### src/rtl/dual_issue_stage_if.sv
`timescale 1ns/1ps
`default_nettype none
// ============================================================================
// Module      : dual_issue_stage_if
// Description : Bus between the dual-slot decoder, the issue stage and the
//               two execution lanes. Arrays are [1:0], one entry per slot;
//               index 0 is the older instruction.
//                 in_*  : decoded pair plus ready/valid handshake upstream
//                 out_* : registered per-lane presentation plus out_ready
//               master : environment side (decoder + lanes)
//               slave  : the issue stage
// Revision    : 1.0 - initial release
// ============================================================================
interface dual_issue_stage_if #(
    parameter int WIDTH = 32,
    parameter int RS    = 5,
    parameter int RD    = 5
);
    logic                  in_valid;
    logic                  in_ready;
    logic [1:0]            in_slot_valid;
    logic [1:0][4:0]       in_op_code;
    logic [1:0][3:0]       in_sub_op_code;
    logic [1:0][RS-1:0]    in_rs1;
    logic [1:0][RS-1:0]    in_rs2;
    logic [1:0][RD-1:0]    in_rd;
    logic [1:0][WIDTH-1:0] in_imm;
    logic [1:0][4:0]       in_shift_size;
    logic [WIDTH-1:0]      in_pc;

    logic                  out_ready;
    logic [1:0]            out_valid;
    logic [1:0][4:0]       out_op_code;
    logic [1:0][3:0]       out_sub_op_code;
    logic [1:0][RS-1:0]    out_rs1;
    logic [1:0][RS-1:0]    out_rs2;
    logic [1:0][RD-1:0]    out_rd;
    logic [1:0][WIDTH-1:0] out_imm;
    logic [1:0][4:0]       out_shift_size;
    logic [1:0][WIDTH-1:0] out_pc;

    modport master (
        output in_valid, in_slot_valid, in_op_code, in_sub_op_code,
               in_rs1, in_rs2, in_rd, in_imm, in_shift_size, in_pc,
               out_ready,
        input  in_ready, out_valid, out_op_code, out_sub_op_code,
               out_rs1, out_rs2, out_rd, out_imm, out_shift_size, out_pc
    );

    modport slave (
        input  in_valid, in_slot_valid, in_op_code, in_sub_op_code,
               in_rs1, in_rs2, in_rd, in_imm, in_shift_size, in_pc,
               out_ready,
        output in_ready, out_valid, out_op_code, out_sub_op_code,
               out_rs1, out_rs2, out_rd, out_imm, out_shift_size, out_pc
    );
endinterface
`default_nettype wire

### src/rtl/dual_issue_stage.sv
`timescale 1ns/1ps
`default_nettype none
// ============================================================================
// Module      : dual_issue_stage
// Description : Registers one decoded instruction pair per cycle and checks
//               it for intra-pair hazards (RAW, WAW, two memory ops, control
//               op in slot 0). Clean pairs issue to both lanes together;
//               conflicting pairs issue slot 0 first, then slot 1.
// Ports       : clk   - clock
//               rst_n - synchronous reset, active low
//               flush - synchronous kill of held and incoming instructions
//               bus   - dual_issue_stage_if.slave (upstream pair + lanes)
// Revision    : 1.0 - initial release
// ============================================================================
module dual_issue_stage #(
    parameter int WIDTH = 32,
    parameter int RS    = 5,
    parameter int RD    = 5
) (
    input  logic              clk,
    input  logic              rst_n,
    input  logic              flush,
    dual_issue_stage_if.slave bus
);
    localparam logic [4:0] OP_LOAD   = 5'b00000;
    localparam logic [4:0] OP_STORE  = 5'b01000;
    localparam logic [4:0] OP_BRANCH = 5'b11000;
    localparam logic [4:0] OP_JAL    = 5'b11011;
    localparam logic [4:0] OP_JALR   = 5'b11001;
    // Common width so source and destination indices compare cleanly even
    // if RS and RD ever differ.
    localparam int IDXW = (RS > RD) ? RS : RD;

    typedef enum logic [1:0] {
        S_IDLE   = 2'd0,
        S_HOLD   = 2'd1,
        S_SECOND = 2'd2
    } state_t;

    state_t                state_q, state_d;
    logic                  split_q;
    logic [1:0]            slot_v_q;
    logic [1:0][4:0]       op_q;
    logic [1:0][3:0]       sub_op_q;
    logic [1:0][RS-1:0]    rs1_q;
    logic [1:0][RS-1:0]    rs2_q;
    logic [1:0][RD-1:0]    rd_q;
    logic [1:0][WIDTH-1:0] imm_q;
    logic [1:0][4:0]       shamt_q;
    logic [1:0][WIDTH-1:0] pc_q;

    logic                  accept;
    logic                  load_pair;
    logic                  pair_split;
    logic                  rd0_nz;
    logic                  raw_hz;
    logic                  waw_hz;
    logic                  lsu_hz;
    logic                  ctrl_hz;
    logic [IDXW-1:0]       rd0_x;
    logic [IDXW-1:0]       rd1_x;
    logic [IDXW-1:0]       rs1_1_x;
    logic [IDXW-1:0]       rs2_1_x;

    function automatic logic is_mem(input logic [4:0] op);
        return (op == OP_LOAD) || (op == OP_STORE);
    endfunction

    function automatic logic is_ctrl(input logic [4:0] op);
        return (op == OP_BRANCH) || (op == OP_JAL) || (op == OP_JALR);
    endfunction

    // ------------------------------------------------------------------
    // Intra-pair hazard detection on the incoming pair
    // ------------------------------------------------------------------
    assign rd0_x   = IDXW'(bus.in_rd[0]);
    assign rd1_x   = IDXW'(bus.in_rd[1]);
    assign rs1_1_x = IDXW'(bus.in_rs1[1]);
    assign rs2_1_x = IDXW'(bus.in_rs2[1]);

    // x0 is never a real dependency: rd=0 means "no write".
    assign rd0_nz  = (rd0_x != '0);
    assign raw_hz  = rd0_nz && ((rs1_1_x == rd0_x) || (rs2_1_x == rd0_x));
    assign waw_hz  = rd0_nz && (rd1_x == rd0_x);
    assign lsu_hz  = is_mem(bus.in_op_code[0]) && is_mem(bus.in_op_code[1]);
    assign ctrl_hz = is_ctrl(bus.in_op_code[0]);

    assign pair_split = (bus.in_slot_valid == 2'b11) &&
                        (raw_hz || waw_hz || lsu_hz || ctrl_hz);

    // ------------------------------------------------------------------
    // Handshake: a new pair is taken only when the held one is fully
    // retiring this cycle (or nothing is held). Split pairs block intake
    // while slot 0 waits, which is what creates the single bubble.
    // ------------------------------------------------------------------
    assign bus.in_ready = !flush &&
                          ((state_q == S_IDLE) ||
                           (bus.out_ready && ((state_q == S_SECOND) ||
                                              ((state_q == S_HOLD) && !split_q))));

    assign accept    = bus.in_valid && bus.in_ready;
    // An all-invalid pair is consumed but never presented.
    assign load_pair = accept && (bus.in_slot_valid != 2'b00);

    // ------------------------------------------------------------------
    // Next-state logic
    // ------------------------------------------------------------------
    always_comb begin
        state_d = state_q;
        if (flush) begin
            state_d = S_IDLE;
        end else begin
            case (state_q)
                S_IDLE: begin
                    if (load_pair) begin
                        state_d = S_HOLD;
                    end
                end
                S_HOLD: begin
                    if (bus.out_ready) begin
                        if (split_q) begin
                            state_d = S_SECOND;
                        end else if (load_pair) begin
                            state_d = S_HOLD;
                        end else begin
                            state_d = S_IDLE;
                        end
                    end
                end
                S_SECOND: begin
                    if (bus.out_ready) begin
                        state_d = load_pair ? S_HOLD : S_IDLE;
                    end
                end
                default: state_d = S_IDLE;
            endcase
        end
    end

    // ------------------------------------------------------------------
    // State and payload registers
    // ------------------------------------------------------------------
    always_ff @(posedge clk) begin
        if (!rst_n) begin
            state_q  <= S_IDLE;
            split_q  <= 1'b0;
            slot_v_q <= '0;
            op_q     <= '0;
            sub_op_q <= '0;
            rs1_q    <= '0;
            rs2_q    <= '0;
            rd_q     <= '0;
            imm_q    <= '0;
            shamt_q  <= '0;
            pc_q     <= '0;
        end else begin
            state_q <= state_d;
            if (accept) begin
                split_q  <= pair_split;
                slot_v_q <= bus.in_slot_valid;
                op_q     <= bus.in_op_code;
                sub_op_q <= bus.in_sub_op_code;
                rs1_q    <= bus.in_rs1;
                rs2_q    <= bus.in_rs2;
                rd_q     <= bus.in_rd;
                imm_q    <= bus.in_imm;
                shamt_q  <= bus.in_shift_size;
                pc_q     <= {bus.in_pc + WIDTH'(4), bus.in_pc};
            end
        end
    end

    // ------------------------------------------------------------------
    // Lane presentation: decoded purely from registers. Slots keep their
    // lane, so a split pair shows slot 0 on lane 0, then slot 1 on lane 1.
    // ------------------------------------------------------------------
    always_comb begin
        bus.out_valid = 2'b00;
        case (state_q)
            S_HOLD:   bus.out_valid = split_q ? 2'b01 : slot_v_q;
            S_SECOND: bus.out_valid = 2'b10;
            default:  bus.out_valid = 2'b00;
        endcase
    end

    assign bus.out_op_code     = op_q;
    assign bus.out_sub_op_code = sub_op_q;
    assign bus.out_rs1         = rs1_q;
    assign bus.out_rs2         = rs2_q;
    assign bus.out_rd          = rd_q;
    assign bus.out_imm         = imm_q;
    assign bus.out_shift_size  = shamt_q;
    assign bus.out_pc          = pc_q;

endmodule
`default_nettype wire
### src/flat_wrapper.sv
// flat-port wrapper written by rule: the top's interface ports become plain ports
module dual_issue_stage_flat 
#(
    parameter int WIDTH = 32,
    parameter int RS    = 5,
    parameter int RD    = 5
)
  (clk, rst_n, flush, bus_in_valid, bus_in_slot_valid, bus_in_op_code, bus_in_sub_op_code, bus_in_rs1, bus_in_rs2, bus_in_rd, bus_in_imm, bus_in_shift_size, bus_in_pc, bus_out_ready, bus_in_ready, bus_out_valid, bus_out_op_code, bus_out_sub_op_code, bus_out_rs1, bus_out_rs2, bus_out_rd, bus_out_imm, bus_out_shift_size, bus_out_pc);
  dual_issue_stage_if #(.WIDTH(WIDTH), .RS(RS), .RD(RD)) bus_i ();
  input  logic clk;
  input  logic rst_n;
  input  logic flush;
  input wire logic [$bits(bus_i.in_valid)-1:0] bus_in_valid;
  input wire logic [$bits(bus_i.in_slot_valid)-1:0] bus_in_slot_valid;
  input wire logic [$bits(bus_i.in_op_code)-1:0] bus_in_op_code;
  input wire logic [$bits(bus_i.in_sub_op_code)-1:0] bus_in_sub_op_code;
  input wire logic [$bits(bus_i.in_rs1)-1:0] bus_in_rs1;
  input wire logic [$bits(bus_i.in_rs2)-1:0] bus_in_rs2;
  input wire logic [$bits(bus_i.in_rd)-1:0] bus_in_rd;
  input wire logic [$bits(bus_i.in_imm)-1:0] bus_in_imm;
  input wire logic [$bits(bus_i.in_shift_size)-1:0] bus_in_shift_size;
  input wire logic [$bits(bus_i.in_pc)-1:0] bus_in_pc;
  input wire logic [$bits(bus_i.out_ready)-1:0] bus_out_ready;
  output wire logic [$bits(bus_i.in_ready)-1:0] bus_in_ready;
  output wire logic [$bits(bus_i.out_valid)-1:0] bus_out_valid;
  output wire logic [$bits(bus_i.out_op_code)-1:0] bus_out_op_code;
  output wire logic [$bits(bus_i.out_sub_op_code)-1:0] bus_out_sub_op_code;
  output wire logic [$bits(bus_i.out_rs1)-1:0] bus_out_rs1;
  output wire logic [$bits(bus_i.out_rs2)-1:0] bus_out_rs2;
  output wire logic [$bits(bus_i.out_rd)-1:0] bus_out_rd;
  output wire logic [$bits(bus_i.out_imm)-1:0] bus_out_imm;
  output wire logic [$bits(bus_i.out_shift_size)-1:0] bus_out_shift_size;
  output wire logic [$bits(bus_i.out_pc)-1:0] bus_out_pc;
  assign bus_i.in_valid = bus_in_valid;
  assign bus_i.in_slot_valid = bus_in_slot_valid;
  assign bus_i.in_op_code = bus_in_op_code;
  assign bus_i.in_sub_op_code = bus_in_sub_op_code;
  assign bus_i.in_rs1 = bus_in_rs1;
  assign bus_i.in_rs2 = bus_in_rs2;
  assign bus_i.in_rd = bus_in_rd;
  assign bus_i.in_imm = bus_in_imm;
  assign bus_i.in_shift_size = bus_in_shift_size;
  assign bus_i.in_pc = bus_in_pc;
  assign bus_i.out_ready = bus_out_ready;
  assign bus_in_ready = bus_i.in_ready;
  assign bus_out_valid = bus_i.out_valid;
  assign bus_out_op_code = bus_i.out_op_code;
  assign bus_out_sub_op_code = bus_i.out_sub_op_code;
  assign bus_out_rs1 = bus_i.out_rs1;
  assign bus_out_rs2 = bus_i.out_rs2;
  assign bus_out_rd = bus_i.out_rd;
  assign bus_out_imm = bus_i.out_imm;
  assign bus_out_shift_size = bus_i.out_shift_size;
  assign bus_out_pc = bus_i.out_pc;
  dual_issue_stage #(.WIDTH(WIDTH), .RS(RS), .RD(RD)) u_core (.clk(clk), .rst_n(rst_n), .flush(flush), .bus(bus_i));
endmodule
### config.mk
export PLATFORM = sky130hd
export DESIGN_NAME = dual_issue_stage_flat
export DESIGN_NICKNAME = d
export VERILOG_FILES = /design/src/rtl/dual_issue_stage_if.sv /design/src/rtl/dual_issue_stage.sv /design/src/flat_wrapper.sv
export SDC_FILE = /design/constraint.sdc
export NUM_CORES = 1
export LEC_CHECK = 0
export CAP_MARGIN = 20
export CORE_MARGIN = 2
export CORE_UTILIZATION = 30
export DETAILED_ROUTE_END_ITERATION = 10
export PLACE_DENSITY = 0.64
export SETUP_SLACK_MARGIN = 0.3
export SYNTH_ARGS = -nofsm -noshare
export SYNTH_HDL_FRONTEND = slang
export SYNTH_SLANG_ARGS = --single-unit
### constraint.sdc
create_clock -name clk -period 4.1 [get_ports clk]
set_input_delay 0.615 -clock clk [delete_from_list [all_inputs] [get_ports clk]]
set_output_delay 0.615 -clock clk [all_outputs]
set_load 0.02 [all_outputs]
-- Word-level counts from Yosys, hierarchy flattened
Index checks and enable logic that the tools add are counted.
- $add $sub $neg: 1
- eq/ne operators: 14
- mux-type cells: 8
- bitwise gates (word level): 1
- reductions and logical operators: 28
- operators by type and width (cell ; count):
    $add A32 B3 Y32 const B ; 1
    $eq A5 B5 Y1 ; 3
    $eq A5 B5 Y1 const B ; 3
    $eq A5 B4 Y1 const B ; 2
    $logic_not A5 Y1 ; 2
    $logic_or A1 B1 Y1 ; 10
    $mux W2 ; 5
    $logic_and A1 B1 Y1 ; 9
    $pmux W2 S3 ; 1
    $reduce_bool A5 Y1 ; 1
    $eq A2 B2 Y1 const B ; 2
    $ne A2 B2 Y1 const B ; 2
    $pmux W2 S2 ; 1
    $reduce_and A3 Y1 ; 1
    $eq A2 B1 Y1 const B ; 1
    $logic_not A1 Y1 ; 2
    $logic_not A2 Y1 ; 1
    $ne A2 B1 Y1 const B ; 1
    $reduce_bool A2 Y1 ; 1
    $reduce_or A2 Y1 ; 1
    $mux W1 ; 1
    $not A1 Y1 ; 1
- flip-flop bits (word level): 191
- output and inout port bits: 189
- logic and storage cells: 71

-- Longest topological paths before layout
- depth in word-level cells: 12
- depth in mapped cells: 9
- depth with buffers taken out: 7

-- Worst setup path after synthesis
OpenSTA, ideal clock, no wires.
- kind: input to register
- start: input port bus_in_pc[5]
- end: register u_core.pc_q (netlist bit u_core.bus.out_pc[60])
- setup time: 0.122 ns
- data arrival time: 1.863 ns
- path slack: 2.115 ns
- cell stages on the path: 7
- path buffers: 2
- path through: buf_2 nand4_2 or3_1 buf_6 nor4_4 xnor2_1 a21oi_2
- word-level cells in the longest chain between the ends: 1
- ends and longest elaborated chain (element ; line ; text):
    start, declared ; flat_wrapper.sv:22 ; input wire logic [$bits(bus_i.in_pc)-1:0] bus_in_pc;
    $add A32 B3 Y32 ; dual_issue_stage.sv:168 ; pc_q <= {bus.in_pc + WIDTH'(4), bus.in_pc};
    end signal, assigned ; dual_issue_stage.sv:168 ;
    end, declared ; dual_issue_stage.sv:50 ; logic [1:0][WIDTH-1:0] pc_q;
No other way between the ends.
A chain may end at the register's enable or synchronous reset.

-- Worst setup path after layout
- start: register u_core.state_q[1]
- end: output port bus_in_ready
- word-level cells in the longest chain between the ends: 6
- ends and longest elaborated chain (element ; line ; text):
    start, declared ; dual_issue_stage.sv:40 ; state_t state_q, state_d;
    start signal, assigned ; dual_issue_stage.sv:157 ; state_q <= state_d;
    $eq A2 B1 Y1 ; dual_issue_stage.sv:99 ; ((state_q == S_HOLD) && !split_q))));
    $logic_and A1 B1 Y1 ; dual_issue_stage.sv:99 ;
    $logic_or A1 B1 Y1 ; dual_issue_stage.sv:98 ; (bus.out_ready && ((state_q == S_SECOND) ||
    $logic_and A1 B1 Y1 ; dual_issue_stage.sv:98 ;
    $logic_or A1 B1 Y1 (*) ; dual_issue_stage.sv:97 ; ((state_q == S_IDLE) ||
    $logic_and A1 B1 Y1 (*) ; dual_issue_stage.sv:96 ; assign bus.in_ready = !flush &&
    end, declared ; flat_wrapper.sv:24 ; output wire logic [$bits(bus_i.in_ready)-1:0] bus_in_ready;
Mark *: on every way between the ends. The rest lies on a longest branch, timed or not.

==> key figures <==
Outcome
  • Run status: complete, no violations

Global routing
  • Global-route congestion overflow total: 0
  • Antenna violations before repair: 0
  • Maximum number of pins on one net before global-route repair: just under 100
  • Number of global-route vias before repair: between 6000 and 7000
  • Global router's overall resource usage: 0.180
  • First-pass GRT wire length: about 38000 microns

Floorplan
  • Core area: 24500 sq um
  • Top-level I/O count: between 300 and 400
  • Overall die area: 26300 sq um
  • Std cell rows: between 50 and 60
  • Starting utilization of the core area: 0.307
  • Die Ht: 162 microns
  • Die Width: roughly 160 microns

CTS
  • Number of buffers created by CTS: 17
  • Insertion delay to the later sink of the worst-skew pair: between 0.4 and 0.5 ns
  • Clk buf depth: 2
  • Hold Buf Count CTS: 0
  • Number of buffers inserted by post-CTS setup repair: 0
  • Htree depth: 4
  • TritonCTS clock tree: built
  • Clock tree sinks: ~190
  • Clock-pin slew reported for the worst setup and hold paths after clock tree synthesis: 0.07 ns
  • Clk root buf: sky130_fd_sc_hd__clkbuf_16
  • Post-CTS resize count: 0

Route
  • Number of vias per cell after detailed routing: between 4 and 5
  • DRC violations left: 0
  • Initial DRC count: a little under 500
  • Routed wire length: about 24000 microns
  • Via count: roughly 7300
  • Number of nets with antenna violations after detailed routing: 0
  • Post-detailed-route wirelength per cell: 15.3 microns
  • 1st-pass router iterations: 4

Timing
  • Unrepaired setup endpoints after global routing: false
  • Final Critical Period: between 3 and 4 ns
  • FMAX: 329 MHz
  • Final Hold Vio Count: 0
  • Min Hold Slack: roughly 0.45 ns
  • Final worst-path cycle share: 0.741
  • Skew final: 0.00957 ns
  • Final Setup Violations: 0
  • Slew at the pin closest to its max-slew limit: roughly 0.76 ns
  • Max-slew violation count: 0
  • Tightest slew margin relative to the limit: 0.493
  • Sum of negative setup slack: 0 ns

Critical path
  • Data required time of the worst path: 3.48 ns
  • Crit start category: flip-flop
  • Type of destination of the critical path: primary output
  • Worst setup path category: reg2out
  • Max FO, Critical Path: 4
  • Number of cells on the worst reg-to-reg path: 8
  • Worst path arrival time: ~2.4 ns

Synthesis
  • Fraction of registers with async set/reset: 0
  • Post-synthesis instance total: ~940
  • Number of enable flip-flop cells after synthesis: 0
  • Fraction of post-synthesis cell area in the top cell type by area: 0.504
  • Total standard cell area after synthesis: approximately 7500 sq um
  • Post-synthesis register bit count: about 190
  • Most numerous cell types in the synthesized netlist: 329 x sky130_fd_sc_hd__nand2_1, 189 x sky130_fd_sc_hd__dfxtp_1, 180 x sky130_fd_sc_hd__a21oi_1
  • Register area share after synthesis: 0.504
  • Syn avg cell area: ~8.0 sq um
  • Main synth FF type: sky130_fd_sc_hd__dfxtp_1
  • Most frequently used cell type in the post-synthesis netlist: sky130_fd_sc_hd__nand2_1
  • Cell taking the most area after synthesis: sky130_fd_sc_hd__dfxtp_1
  • Yosys warns: 0
  • Number of distinct library cells after synthesis: 40
  • Number of nets produced by synthesis: around 1100
  • Top area cells in the synthesized netlist: sky130_fd_sc_hd__dfxtp_1 50%, sky130_fd_sc_hd__nand2_1 16%, sky130_fd_sc_hd__a21oi_1 12%, sky130_fd_sc_hd__xnor2_1 3.0%, sky130_fd_sc_hd__buf_2 1.9%

Final layout
  • Register Area: approximately 3800 sq um
  • Share of the core filled with cells in the final layout: 0.482
  • Area growth from synthesis to final layout: 56.9%
  • Proportion of layout cells with a drive suffix above 1: 0.0468
  • Final Instance Area: ~12000 sq um
  • Number of filler instances in the final layout: approximately 2400
  • Antenna diodes: 0
  • Final net count: 1417
  • Multi-input gate area: 3390 sq um

Power
  • Net switching power of the design: 1220 uW
  • Power, Total: between 4000 and 5000 uW
  • Power share of the combinational group: 0.180
  • Total internal power: between 3000 and 4000 uW
  • Portion of total power attributed to sequential cells: 0.457
  • Pwr Density: about 370 nW/um^2
  • Portion of total power attributed to the clock network: 0.363
  • Switching Share: 0.282
  • Static Leak: 0.00416 uW
  • Maximum VDD drop: ~0.2 mV

Run
  • Number of max-cap violations: 0

Placement
  • Buffers added on ports: 349
  • Post-DP HPWL: between 15000 and 20000 microns
  • Gpl congestion: between 0.8 and 0.9
  • DP Area: about 11000 sq um

Hold path
  • Number of cells on the worst hold path: 2
  • Worst hold path type: reg2reg
==> registers in the layout, summed over array words and instances (netlist names) <==
| name | count |
|---|---|
| u_core.bus.out_shift_size | 10 |
| u_core.bus.out_rs2 | 10 |
| u_core.slot_v_q | 2 |
| u_core.bus.out_op_code | 10 |
| u_core.bus.out_pc | 62 |
| u_core.bus.out_rd | 10 |
| u_core.split_q | 1 |
| u_core.bus.out_imm | 64 |
| u_core.bus.out_sub_op_code | 8 |
| u_core.bus.out_rs1 | 10 |
| u_core.state_q | 2 |
==> per-stage QoR <==
step | std cells | setup WS (ns)
detailed placement | 1556 | 1.35
global placement | 1556 | 1.35
floorplan | 944 | 2.11
CTS | 1586 | 1.04
finish | 1586 | 1.06
global route | 1586 | 0.873
==> power by group through the flow <==
stage	logic [uW]	clock network [uW]	registers (uW)
6_report	779	1570	1970
5_1_grt	842	1700	1990
4_1_cts	789	1620	1970
3_5_place_dp	785	0	2020
3_3_place_gp	784	0	2010
2_1_floorplan	233	0	2130
==> worst max-delay path, stage by stage (launching register included) <==
cell and delay (ns):
sky130_fd_sc_hd__dfxtp_1 0.34, sky130_fd_sc_hd__inv_1 0.09, sky130_fd_sc_hd__ha_1 0.20, sky130_fd_sc_hd__nor2b_1 0.35
sky130_fd_sc_hd__o21ai_1 0.21, sky130_fd_sc_hd__a21oi_1 0.18, sky130_fd_sc_hd__clkdlybuf4s50_1 0.62
==> placed cells by master (no fill, tap or decap), types with 5 or more instances in the layout <==
cell / Yosys / routed
sky130_fd_sc_hd__clkdlybuf4s50_1: 0 / 349
sky130_fd_sc_hd__dfxtp_1: 189 / 189
sky130_fd_sc_hd__a21oi_1: 180 / 179
sky130_fd_sc_hd__ha_1: 5 / 5
sky130_fd_sc_hd__clkinvlp_4: 0 / 5
sky130_fd_sc_hd__clkbuf_16: 0 / 17
sky130_fd_sc_hd__o21ai_0: 23 / 23
sky130_fd_sc_hd__nor2_1: 17 / 17
sky130_fd_sc_hd__nor3_1: 11 / 11
sky130_fd_sc_hd__xor2_1: 16 / 16
sky130_fd_sc_hd__xnor2_1: 26 / 26
sky130_fd_sc_hd__inv_1: 10 / 9
sky130_fd_sc_hd__nand3_1: 15 / 15
sky130_fd_sc_hd__buf_4: 3 / 5
sky130_fd_sc_hd__nor4_4: 5 / 5
sky130_fd_sc_hd__a211oi_1: 5 / 5
sky130_fd_sc_hd__nand2_1: 329 / 329
sky130_fd_sc_hd__buf_12: 0 / 5
==> layer usage <==
metal / part of all wire / up-vias / track usage
met5: 0 / - / 0
met4: 0.023 / 0 / 0.0595
met3: 0.083 / 28 / 0.0644
met2: 0.45 / 241 / 0.284
met1: 0.45 / 3341 / 0.230
li1: - / 3710 / -
==> path summary, 6_finish.rpt <==
path	from	end	slack [ns]
worst min-delay path	u_core.bus.out_imm[38]$_SDFFE_PN0P_	u_core.bus.out_imm[38]$_SDFFE_PN0P_	0.45
worst max-delay path	u_core.state_q[1]$_SDFFE_PP0P_	bus_in_ready	1.06
worst max register to register	u_core.state_q[1]$_SDFFE_PP0P_	u_core.bus.out_imm[6]$_SDFFE_PN0P_	1.61
worst min register to register	u_core.bus.out_imm[38]$_SDFFE_PN0P_	u_core.bus.out_imm[38]$_SDFFE_PN0P_	0.45
==> area by class of cell <==
cell class,instances,share of cell area
Multi-Input combinational cell,674,0.287
Clock inverter,12,0.00924
Sequential cell,189,0.321
Tap cell,324,0.0344
Clock buffer,18,0.0364
Timing Repair Buffer,359,0.308
Inverter,10,0.00340
==> logic make-up after synthesis <==
| group | Yosys count | share of synthesized area |
|---|---|---|
| AND/OR/NAND/NOR | 404 | 0.232 |
| adder cells (fa/ha/maj) | 5 | 0.00833 |
| buffers and inverters | 81 | 0.0488 |
| XOR/XNOR | 42 | 0.0490 |
| AO/OA/AOI/OAI | 223 | 0.158 |
| flip-flops | 189 | 0.504 |
Note: power is estimated with default switching activity, not from simulation.
